===== config.mk =====
export PLATFORM = sky130hd
export DESIGN_NAME = fetch_unit
export DESIGN_NICKNAME = d
export VERILOG_FILES = /design/src/rtl/fetch_pkg.sv /design/src/rtl/fetch_fifo.sv /design/src/rtl/fetch_unit.sv
export SDC_FILE = /design/constraint.sdc
export NUM_CORES = 1
export LEC_CHECK = 0
export CAP_MARGIN = 5
export CORE_MARGIN = 1
export CORE_UTILIZATION = 54
export DETAILED_ROUTE_END_ITERATION = 7
export GPL_TIMING_DRIVEN = 0
export MAX_ROUTING_LAYER = met4
export PLACE_DENSITY = 0.85
export SLEW_MARGIN = 30
export SYNTH_ARGS = -nofsm -noshare
export SYNTH_HDL_FRONTEND = slang
export SYNTH_SLANG_ARGS = --single-unit

===== constraint.sdc =====
create_clock -name clk -period 7.85 [get_ports clk]
set_clock_uncertainty 0.2 [all_clocks]
set_input_delay 1.57 -clock clk [delete_from_list [all_inputs] [get_ports clk]]
set_output_delay 1.57 -clock clk [all_outputs]
set_load 0.01 [all_outputs]

===== src/rtl/fetch_pkg.sv =====
`default_nettype none
// ============================================================================
// Module      : fetch_pkg
// Description : Shared types and constants for the instruction fetch unit.
// Revision    : 1.0
// ============================================================================
package fetch_pkg;

    typedef enum logic [0:0] {
        RUN   = 1'b0,
        FLUSH = 1'b1
    } fetch_state_e;

    localparam logic [31:0] c_default_reset_pc = 32'h0000_0000;
    localparam int unsigned c_entry_w          = 64;

    function automatic logic [31:0] align_word(input logic [31:0] addr);
        return {addr[31:2], 2'b00};
    endfunction

endpackage
`default_nettype wire


===== src/rtl/fetch_fifo.sv =====
`default_nettype none
// ============================================================================
// Module      : fetch_fifo
// Description : Instruction buffer holding {pc, op} entries, with flush.
// Revision    : 1.0
// ============================================================================
module fetch_fifo
    import fetch_pkg::*;
#(
    parameter int unsigned DEPTH = 2
) (
    input  logic                         clk,
    input  logic                         rst_n,
    input  logic                         push,
    input  logic [c_entry_w-1:0]         push_data,
    input  logic                         pop,
    input  logic                         flush,
    output logic [c_entry_w-1:0]         head_data,
    output logic [$clog2(DEPTH+1)-1:0]   count,
    output logic                         empty,
    output logic                         full
);

    localparam int unsigned PTR_W = (DEPTH > 1) ? $clog2(DEPTH) : 1;
    localparam int unsigned CNT_W = $clog2(DEPTH + 1);

    logic [c_entry_w-1:0] mem_q [DEPTH];
    logic [c_entry_w-1:0] mem_d [DEPTH];
    logic [PTR_W-1:0]     rd_ptr_q, rd_ptr_d;
    logic [PTR_W-1:0]     wr_ptr_q, wr_ptr_d;
    logic [CNT_W-1:0]     count_q, count_d;
    logic                 w_do_push;
    logic                 w_do_pop;

    function automatic logic [PTR_W-1:0] next_ptr(input logic [PTR_W-1:0] p);
        return (p == PTR_W'(DEPTH - 1)) ? '0 : p + PTR_W'(1);
    endfunction

    assign empty     = (count_q == '0);
    assign full      = (count_q == CNT_W'(DEPTH));
    assign count     = count_q;
    assign head_data = mem_q[rd_ptr_q];

    // A push into a full buffer is legal only when the head leaves in the same cycle.
    assign w_do_pop  = pop && !empty;
    assign w_do_push = push && (!full || w_do_pop);

    always_comb begin
        mem_d    = mem_q;
        rd_ptr_d = rd_ptr_q;
        wr_ptr_d = wr_ptr_q;
        count_d  = count_q;
        if (flush) begin
            rd_ptr_d = '0;
            wr_ptr_d = '0;
            count_d  = '0;
        end else begin
            if (w_do_push) begin
                mem_d[wr_ptr_q] = push_data;
                wr_ptr_d        = next_ptr(wr_ptr_q);
            end
            if (w_do_pop) begin
                rd_ptr_d = next_ptr(rd_ptr_q);
            end
            count_d = count_q + CNT_W'(w_do_push) - CNT_W'(w_do_pop);
        end
    end

    always_ff @(posedge clk) begin
        if (!rst_n) begin
            rd_ptr_q <= '0;
            wr_ptr_q <= '0;
            count_q  <= '0;
        end else begin
            rd_ptr_q <= rd_ptr_d;
            wr_ptr_q <= wr_ptr_d;
            count_q  <= count_d;
        end
    end

    always_ff @(posedge clk) begin
        for (int i = 0; i < int'(DEPTH); i++) begin
            mem_q[i] <= mem_d[i];
        end
    end

endmodule
`default_nettype wire


===== src/rtl/fetch_unit.sv =====
`default_nettype none
// ============================================================================
// Module      : fetch_unit
// Description : Credit-limited instruction fetch with redirect flush handling.
// Revision    : 1.0
// ============================================================================
module fetch_unit
    import fetch_pkg::*;
#(
    parameter logic [31:0] RESET_PC   = c_default_reset_pc,
    parameter int unsigned FIFO_DEPTH = 2
) (
    input  logic        clk,
    input  logic        rst_n,
    output logic        imem_req_valid,
    input  logic        imem_req_ready,
    output logic [31:0] imem_req_addr,
    input  logic        imem_rsp_valid,
    input  logic [31:0] imem_rsp_data,
    input  logic        redirect_valid,
    input  logic [31:0] redirect_pc,
    output logic        dec_valid,
    input  logic        dec_ready,
    output logic [31:0] dec_op,
    output logic [31:0] dec_pc
);

    localparam int unsigned CNT_W = $clog2(FIFO_DEPTH + 1);
    localparam int unsigned SUM_W = CNT_W + 1;

    fetch_state_e         state_q, state_d;
    logic [31:0]          pc_q, pc_d;
    logic [CNT_W-1:0]     outstanding_q, outstanding_d;

    logic [CNT_W-1:0]     w_fifo_count;
    logic                 w_fifo_empty;
    logic                 w_fifo_full;
    logic [c_entry_w-1:0] w_fifo_head;
    logic                 w_credit_ok;
    logic                 w_req_fire;
    logic                 w_rsp_seen;
    logic                 w_push;
    logic                 w_pop;
    logic [31:0]          w_rsp_pc;

    assign w_credit_ok = ({1'b0, outstanding_q} + {1'b0, w_fifo_count}) < SUM_W'(FIFO_DEPTH);

    assign imem_req_valid = rst_n && (state_q == RUN) && !redirect_valid && w_credit_ok;
    assign imem_req_addr  = pc_q;
    assign w_req_fire     = imem_req_valid && imem_req_ready;

    // Responses are in order, so the oldest in-flight address sits one word per outstanding request behind the PC.
    assign w_rsp_seen = imem_rsp_valid && (outstanding_q != '0);
    assign w_rsp_pc   = pc_q - (32'(outstanding_q) << 2);
    assign w_push     = w_rsp_seen && (state_q == RUN) && !redirect_valid;

    assign dec_valid = !w_fifo_empty && !redirect_valid;
    assign w_pop     = dec_valid && dec_ready;
    assign dec_op    = w_fifo_head[31:0];
    assign dec_pc    = w_fifo_head[63:32];

    always_comb begin
        pc_d          = pc_q;
        state_d       = state_q;
        outstanding_d = outstanding_q;
        if (w_rsp_seen) begin
            outstanding_d = outstanding_d - CNT_W'(1);
        end
        if (w_req_fire) begin
            outstanding_d = outstanding_d + CNT_W'(1);
            pc_d          = pc_q + 32'd4;
        end
        if (redirect_valid) begin
            pc_d = align_word(redirect_pc);
        end
        if (redirect_valid || (state_q == FLUSH)) begin
            state_d = (outstanding_d != '0) ? FLUSH : RUN;
        end
    end

    always_ff @(posedge clk) begin
        if (!rst_n) begin
            state_q       <= RUN;
            pc_q          <= RESET_PC;
            outstanding_q <= '0;
        end else begin
            state_q       <= state_d;
            pc_q          <= pc_d;
            outstanding_q <= outstanding_d;
        end
    end

    fetch_fifo #(
        .DEPTH (FIFO_DEPTH)
    ) u_fetch_fifo (
        .clk       (clk),
        .rst_n     (rst_n),
        .push      (w_push),
        .push_data ({w_rsp_pc, imem_rsp_data}),
        .pop       (w_pop),
        .flush     (redirect_valid),
        .head_data (w_fifo_head),
        .count     (w_fifo_count),
        .empty     (w_fifo_empty),
        .full      (w_fifo_full)
    );

endmodule
`default_nettype wire


Word level (Yosys, flattened, before mapping)
Index checks and enable logic that the tools add are counted.
Widths: inputs -> output; s select.
{"block": "op_classes", "shift": 0, "n_eq_ne": 1, "order_cmp": 4, "bitwise_logic": 5, "reduce_logical": 23, "mul": 0, "muxes": 13, "n_div": 0, "addsub": 9}
{"op": "$mux 64", "count": 4}
{"op": "$bwmux 128", "count": 1}
{"op": "$demux 64 s1", "count": 1}
{"op": "$mux 32", "count": 2}
{"op": "$add 32x3->32 const B", "count": 1}
{"op": "$sub 32x4->32", "count": 1}
{"op": "$logic_and 1x1->1", "count": 12}
{"op": "$reduce_bool 2->1", "count": 3}
{"op": "$ge 2x2->1 const B", "count": 2}
{"op": "$mux 2", "count": 2}
{"op": "$not 1->2", "count": 2}
{"op": "$add 2x2->3", "count": 1}
{"op": "$logic_not 1->1", "count": 3}
{"op": "$lt 3x2->1 const B", "count": 1}
{"op": "$mux 1", "count": 3}
{"op": "$not 1->1", "count": 3}
{"op": "$add 1x1->1 const B", "count": 2}
{"op": "$add 2x1->2", "count": 1}
{"op": "$add 2x1->2 const B", "count": 1}
{"op": "$eq 2x2->1 const B", "count": 1}
{"op": "$logic_not 2->1", "count": 1}
{"op": "$logic_or 1x1->1", "count": 2}
{"op": "$lt 2x1->1 const B", "count": 1}
{"op": "$reduce_and 2->1", "count": 1}
{"op": "other kinds (3)", "count": 3}
{"block": "word_totals", "elab_cells": 64, "rom_bits": 0, "reg_bits": 167, "latchBits": 0, "inputBits": 70, "output_inout_bits": 98, "mem_bits_rw": 0, "n_memories": 0}

Longest topological paths before layout
{"block": "depth", "depth_word": 9, "depth_mapped": 10, "mapped_depth_nobuf": 9}

By module
From an unflattened synthesis, not the netlist that was laid out.
{"block": "hier_totals", "cells_unflattened": 592, "area_unflattened_um2": 7593.5}
{"mod": "fetch_fifo", "instances": 1, "cells_each": 229, "area_per_inst_um2": 4845.9, "seq_area_each_um2": 3923.8}
{"mod": "fetch_unit", "instances": 1, "cells_each": 363, "area_per_inst_um2": 2747.6, "seq_area_each_um2": 660.6}

Least setup slack after synthesis
No wires, ideal clock.
{"block": "synth_timing", "path_type": "input port to flip-flop", "startpoint": "input port redirect_valid", "endpoint": "register u_fetch_fifo.mem_q[100] (netlist bit), enable pin", "required_ns": 7.160, "arrival_ns": 5.073, "slack_ns": 2.087, "path_stages": 3, "path_buffers": 1, "setup_ns": 0.490, "path_cell_list": "clkbuf_1 -> nor4_1 -> nor2b_1"}
{"block": "synth_via", "elab_chain_len": 7, "elab_cells_between_ends": 9, "classes_between": "bitwise: 1; reduce/logical: 8"}
{"item": "start, declared", "line_no": "fetch_unit.sv:20", "text": "input logic redirect_valid,"}
{"item": "$logic_not 1->1 *", "line_no": "fetch_unit.sv:55, fetch_unit.sv:57"}
{"item": "$logic_and 1x1->1", "line_no": "fetch_unit.sv:57", "text": "assign dec_valid = !w_fifo_empty && !redirect_valid;"}
{"item": "$logic_and 1x1->1", "line_no": "fetch_unit.sv:58", "text": "assign w_pop = dec_valid && dec_ready;"}
{"item": "$logic_and 1x1->1", "line_no": "fetch_fifo.sv:45", "text": "assign w_do_pop = pop && !empty;"}
{"item": "$logic_or 1x1->1", "line_no": "fetch_fifo.sv:46", "text": "assign w_do_push = push && (!full || w_do_pop);"}
{"item": "$logic_and 1x1->1 *", "line_no": "fetch_fifo.sv:46"}
{"item": "via u_fetch_fifo.w_do_push", "line_no": "fetch_fifo.sv:32", "text": "logic w_do_push;"}
{"item": "$reduce_and 2->1 (no source line) *"}
{"item": "end signal, assigned by index", "line_no": "fetch_fifo.sv:83", "text": "mem_q[i] <= mem_d[i];"}
{"item": "end, declared", "line_no": "fetch_fifo.sv:27", "text": "logic [c_entry_w-1:0] mem_q [DEPTH];"}
The timed path passes the listed nets; every way through them passes the cells marked *.
A chain may end at the register's enable or synchronous reset.

Worst setup path after layout
{"block": "layout_timing", "startpoint": "input port redirect_valid", "endpoint": "output port imem_req_valid"}
{"block": "layout_via", "elab_chain_len": 3}
{"item": "$logic_not 1->1", "line_no": "fetch_unit.sv:48", "text": "assign imem_req_valid = rst_n && (state_q == RUN) && !redirect_valid && w_credit_ok;"}
{"item": "$logic_and 1x1->1 (2 in a row)", "line_no": "fetch_unit.sv:48"}
{"item": "end, declared", "line_no": "fetch_unit.sv:15", "text": "output logic imem_req_valid,"}
Every way passes these cells.

==> impl_metrics.py <==
metrics = {
    "sta": {
        "hold_violations": 0,
        "fin_tns_setup_ns": 0,
        "finalSetupViolCount": 0,
        "fmax_ghz": 0.172,
        "period_share_pct": 74.0,
        "timing.final.crit_period_ns": 5.81,
        "grt_setup_unrepaired": "false",
        "drv_slew": 0,
        "tightestPinTransition_ns": 0.959,
        "slew_headroom_pct": 35.5,
    },
    "grt": {
        "grt_max_degree": 34,
        "antenna_found_initial": 0,
        "grt_usage_pct": 26.0,
        "grt_pass1_vias": 5197,
        "overflow": 0,
        "grt_pass1_wl_mm": 27.0,
    },
    "floorplanning": {
        "rows": 42,
        "boundaryPins": 168,
        "chipHeight_microns": 119,
        "core_area_sq_um": 13200,
        "die_area_sq_um": 14000,
        "initial_core_util_pct": 55.3,
        "die_w_microns": 119,
    },
    "yosys": {
        "syn_inst": 576,
        "synthFlopType": "edfxtp_1",
        "avgSynthCellArea_sq_um": 12.7,
        "syn-cell-area_sq_um": 7330,
        "synth_edf_count": 124,
        "synth_seq_cells": 161,
        "yosysSeqAreaShare_pct": 60.9,
        "postSynth.asyncResetShare_pct": 0,
        "yosysWarnings": 0,
        "ys_types": 59,
    },
    "detailed_routing": {
        "vias_per_cell": 5.74,
        "finalWirelength_mm": 17.3,
        "antenna_left": 0,
        "num_vias": 5456,
        "drc": 0,
        "wire_per_inst_microns": 18.2,
        "drt-initial-drc-count": 579,
        "drt_pass1_iterations": 5,
    },
    "final_layout": {
        "diodes": 0,
        "fillCellCount": 906,
        "mostFrequentLayoutCells": "clkdlybuf4s50_1 (161), edfxtp_1 (124), mux2_2 (63), nand2_1 (40), clkbuf_1 (39)",
        "fin_nets": 840,
        "area_growth_pct": 34.4,
        "final_common_cell": "clkdlybuf4s50_1",
        "final_util_pct": 74.4,
        "drive_gt1_share_pct": 14.7,
    },
    "pwr": {
        "ir_worst_vdd_mv": 0.188,
        "p_leak_nw": 3.42,
        "powerDensity_nw_per_um2": 234,
    },
    "worst_setup_path": {
        "reg2reg_from": "outstanding_q[0]",
        "max_stage_delay_ns": 0.53,
        "cp_data_required_time_ns": 6.08,
        "worstPathArrival_ns": 4.04,
        "regToRegSetupSlack_ns": 4.60,
        "r2r_cells": 10,
        "cpMostUsedCell": "clkbuf_1",
        "path_max_fanout": 10,
        "r2r-end": "imem_req_addr[22]",
        "crit_cells": 6,
        "critPathTopFamily": "buffers and inverters",
        "crit_slowest_cell": "clkbuf_1",
        "startpoint_type": "primary input",
        "crit_type": "primary input to output pin",
        "critPathCaptureType": "output pin",
        "cp_num_buf_inv": 5,
        "cp_cell_sequence": "clkdlybuf4s50_1 -> clkbuf_1 -> clkbuf_1 -> clkbuf_1 -> nor4_1 -> clkdlybuf4s50_1",
    },
    "placed_design": {
        "hpwl_mm": 12.3,
        "place_congestion": 0.917,
        "io_buffers": 161,
    },
    "clock_tree": {
        "clockBufferDepth": 2,
        "post-cts-setup-buffers": 0,
        "insertion_delay_ns": 0.42,
        "numCtsBuffers": 17,
        "cts.hold.buffers_added": 0,
        "cts.sinks": 161,
        "cts.reportedPaths.clkPinSlew_ns": 0.06,
        "cts_tree": "built",
        "cts_resized": 0,
        "htreeDepth": 4,
        "root_buffer": "clkbuf_16",
    },
    "worst_hold_path": {
        "min_path_type": "flop to flop",
        "min_to": "u_fetch_fifo.wr_ptr_q",
        "holdPathStages": 2,
        "hold_path_startpoint": "u_fetch_fifo.wr_ptr_q",
    },
    "run": {
        "maxCapViolCount": 0,
    },
    "run_status": {
        "status": "completed",
    },
}
==> final cells by class <==
class | instances | area, sq um | area share [%]
clock buffer | 23 | 448 | 4.55
clock inverter | 8 | 136 | 1.38
inverter | 13 | 48.8 | 0.495
buffer | 43 | 189 | 1.92
sequential | 161 | 4460 | 45.3
multi-input combinational | 362 | 2660 | 27.0
timing repair buffer | 164 | 1690 | 17.1
tap | 176 | 220 | 2.24
==> report_power, final <==
part	internal [mW]	switching [mW]	leakage [nW]	total (mW)
registers	1.00	0.0312	1.43	1.03
logic	0.222	0.222	1.71	0.444
clock network	0.526	0.301	0.282	0.828
total	1.75	0.555	3.42	2.30
==> state kept, by name, indices dropped and copies added, names as in the netlist <==
name / cells
u_fetch_fifo.mem_q: 124
outstanding_q: 2
u_fetch_fifo.rd_ptr_q: 1
state_q: 1
u_fetch_fifo.count: 2
u_fetch_fifo.wr_ptr_q: 1
imem_req_addr: 30
==> through the flow <==
step / hold WS, ns / power [mW] / setup WS [ns] / instance area (sq um) / std cells
floorplan: 0.298 / 1.28 / 2.09 / 7340 / 579
global placement: 0.315 / 1.47 / 0.246 / 9170 / 916
detailed placement: 0.384 / 1.49 / 2.10 / 9260 / 919
CTS: 0.395 / 2.31 / 2.09 / 9840 / 950
global route: 0.425 / 2.39 / 1.92 / 9850 / 950
finish: 0.389 / 2.30 / 2.04 / 9850 / 950
==> Yosys cell counts, types with 3 or more instances <==
master      n  area, sq um
edfxtp_1  124         3720
mux2_2     63          709
nand2_1    40          150
dfxtp_1    37          741
clkbuf_1   33          124
nor2_1     29          109
xor2_1     21          184
xnor2_1    20          175
a21oi_1    17         85.1
nor3_1     17         85.1
inv_1      13         48.8
nand4_1    13         81.3
o21ai_0    11         55.1
and3_1     10         62.6
nand3_1    10         50.1
a31oi_1     8         50.1
and2_1      7         43.8
o22ai_1     7         43.8
ha_1        6         75.1
nand2b_1    6         37.5
nor4_1      6         37.5
or3_1       6         37.5
or4_1       6         45.0
nor2b_1     5         31.3
o211ai_1    5         37.5
buf_2       4         20.0
buf_4       4         30.0
nor3_2      3         30.0
nor3b_1     3         22.5
or2_2       3         18.8
==> worst max path at each step <==
stage,start,to,slack [ns]
2_1_floorplan,redirect_valid,u_fetch_fifo.mem_q[100],2.09
4_1_cts,redirect_valid,imem_req_valid,2.09
6_report,redirect_valid,imem_req_valid,2.04
3_5_place_dp,redirect_valid,imem_req_valid,2.10
5_1_grt,redirect_valid,imem_req_valid,1.92
3_3_place_gp,redirect_valid,u_fetch_fifo.mem_q[66],0.25
==> worst register-to-register path: cells and delay by family (launching register included) <==
kind,cells,cell delay (ns)
compound gates,2,0.32
flops,1,0.31
simple gates,4,1.35
buf+inv,3,0.55
fa+ha+maj,1,0.39
==> per-layer routing <==
metal | vias to the layer above | track usage, % | share of wire [%]
met5 | - | - | 0
met4 | 0 | 10.4 | 2.5
met3 | 41 | 5.79 | 8.2
met2 | 303 | 41.8 | 49
met1 | 2613 | 32.1 | 40
li1 | 2499 | - | -
==> cell families (layout without fill, tap and decap cells) <==
kind of cell,after synthesis,after routing,synth area share [%]
fa+ha+maj,8,8,1.57
flops,161,161,60.9
mux,64,64,9.82
xor+xnor,41,41,4.90
compound gates,69,69,6.21
simple gates,176,176,13.3
other cells,1,4,0.0512
buf+inv,56,251,3.24
No activity file was read; power rests on OpenSTA's default activity.
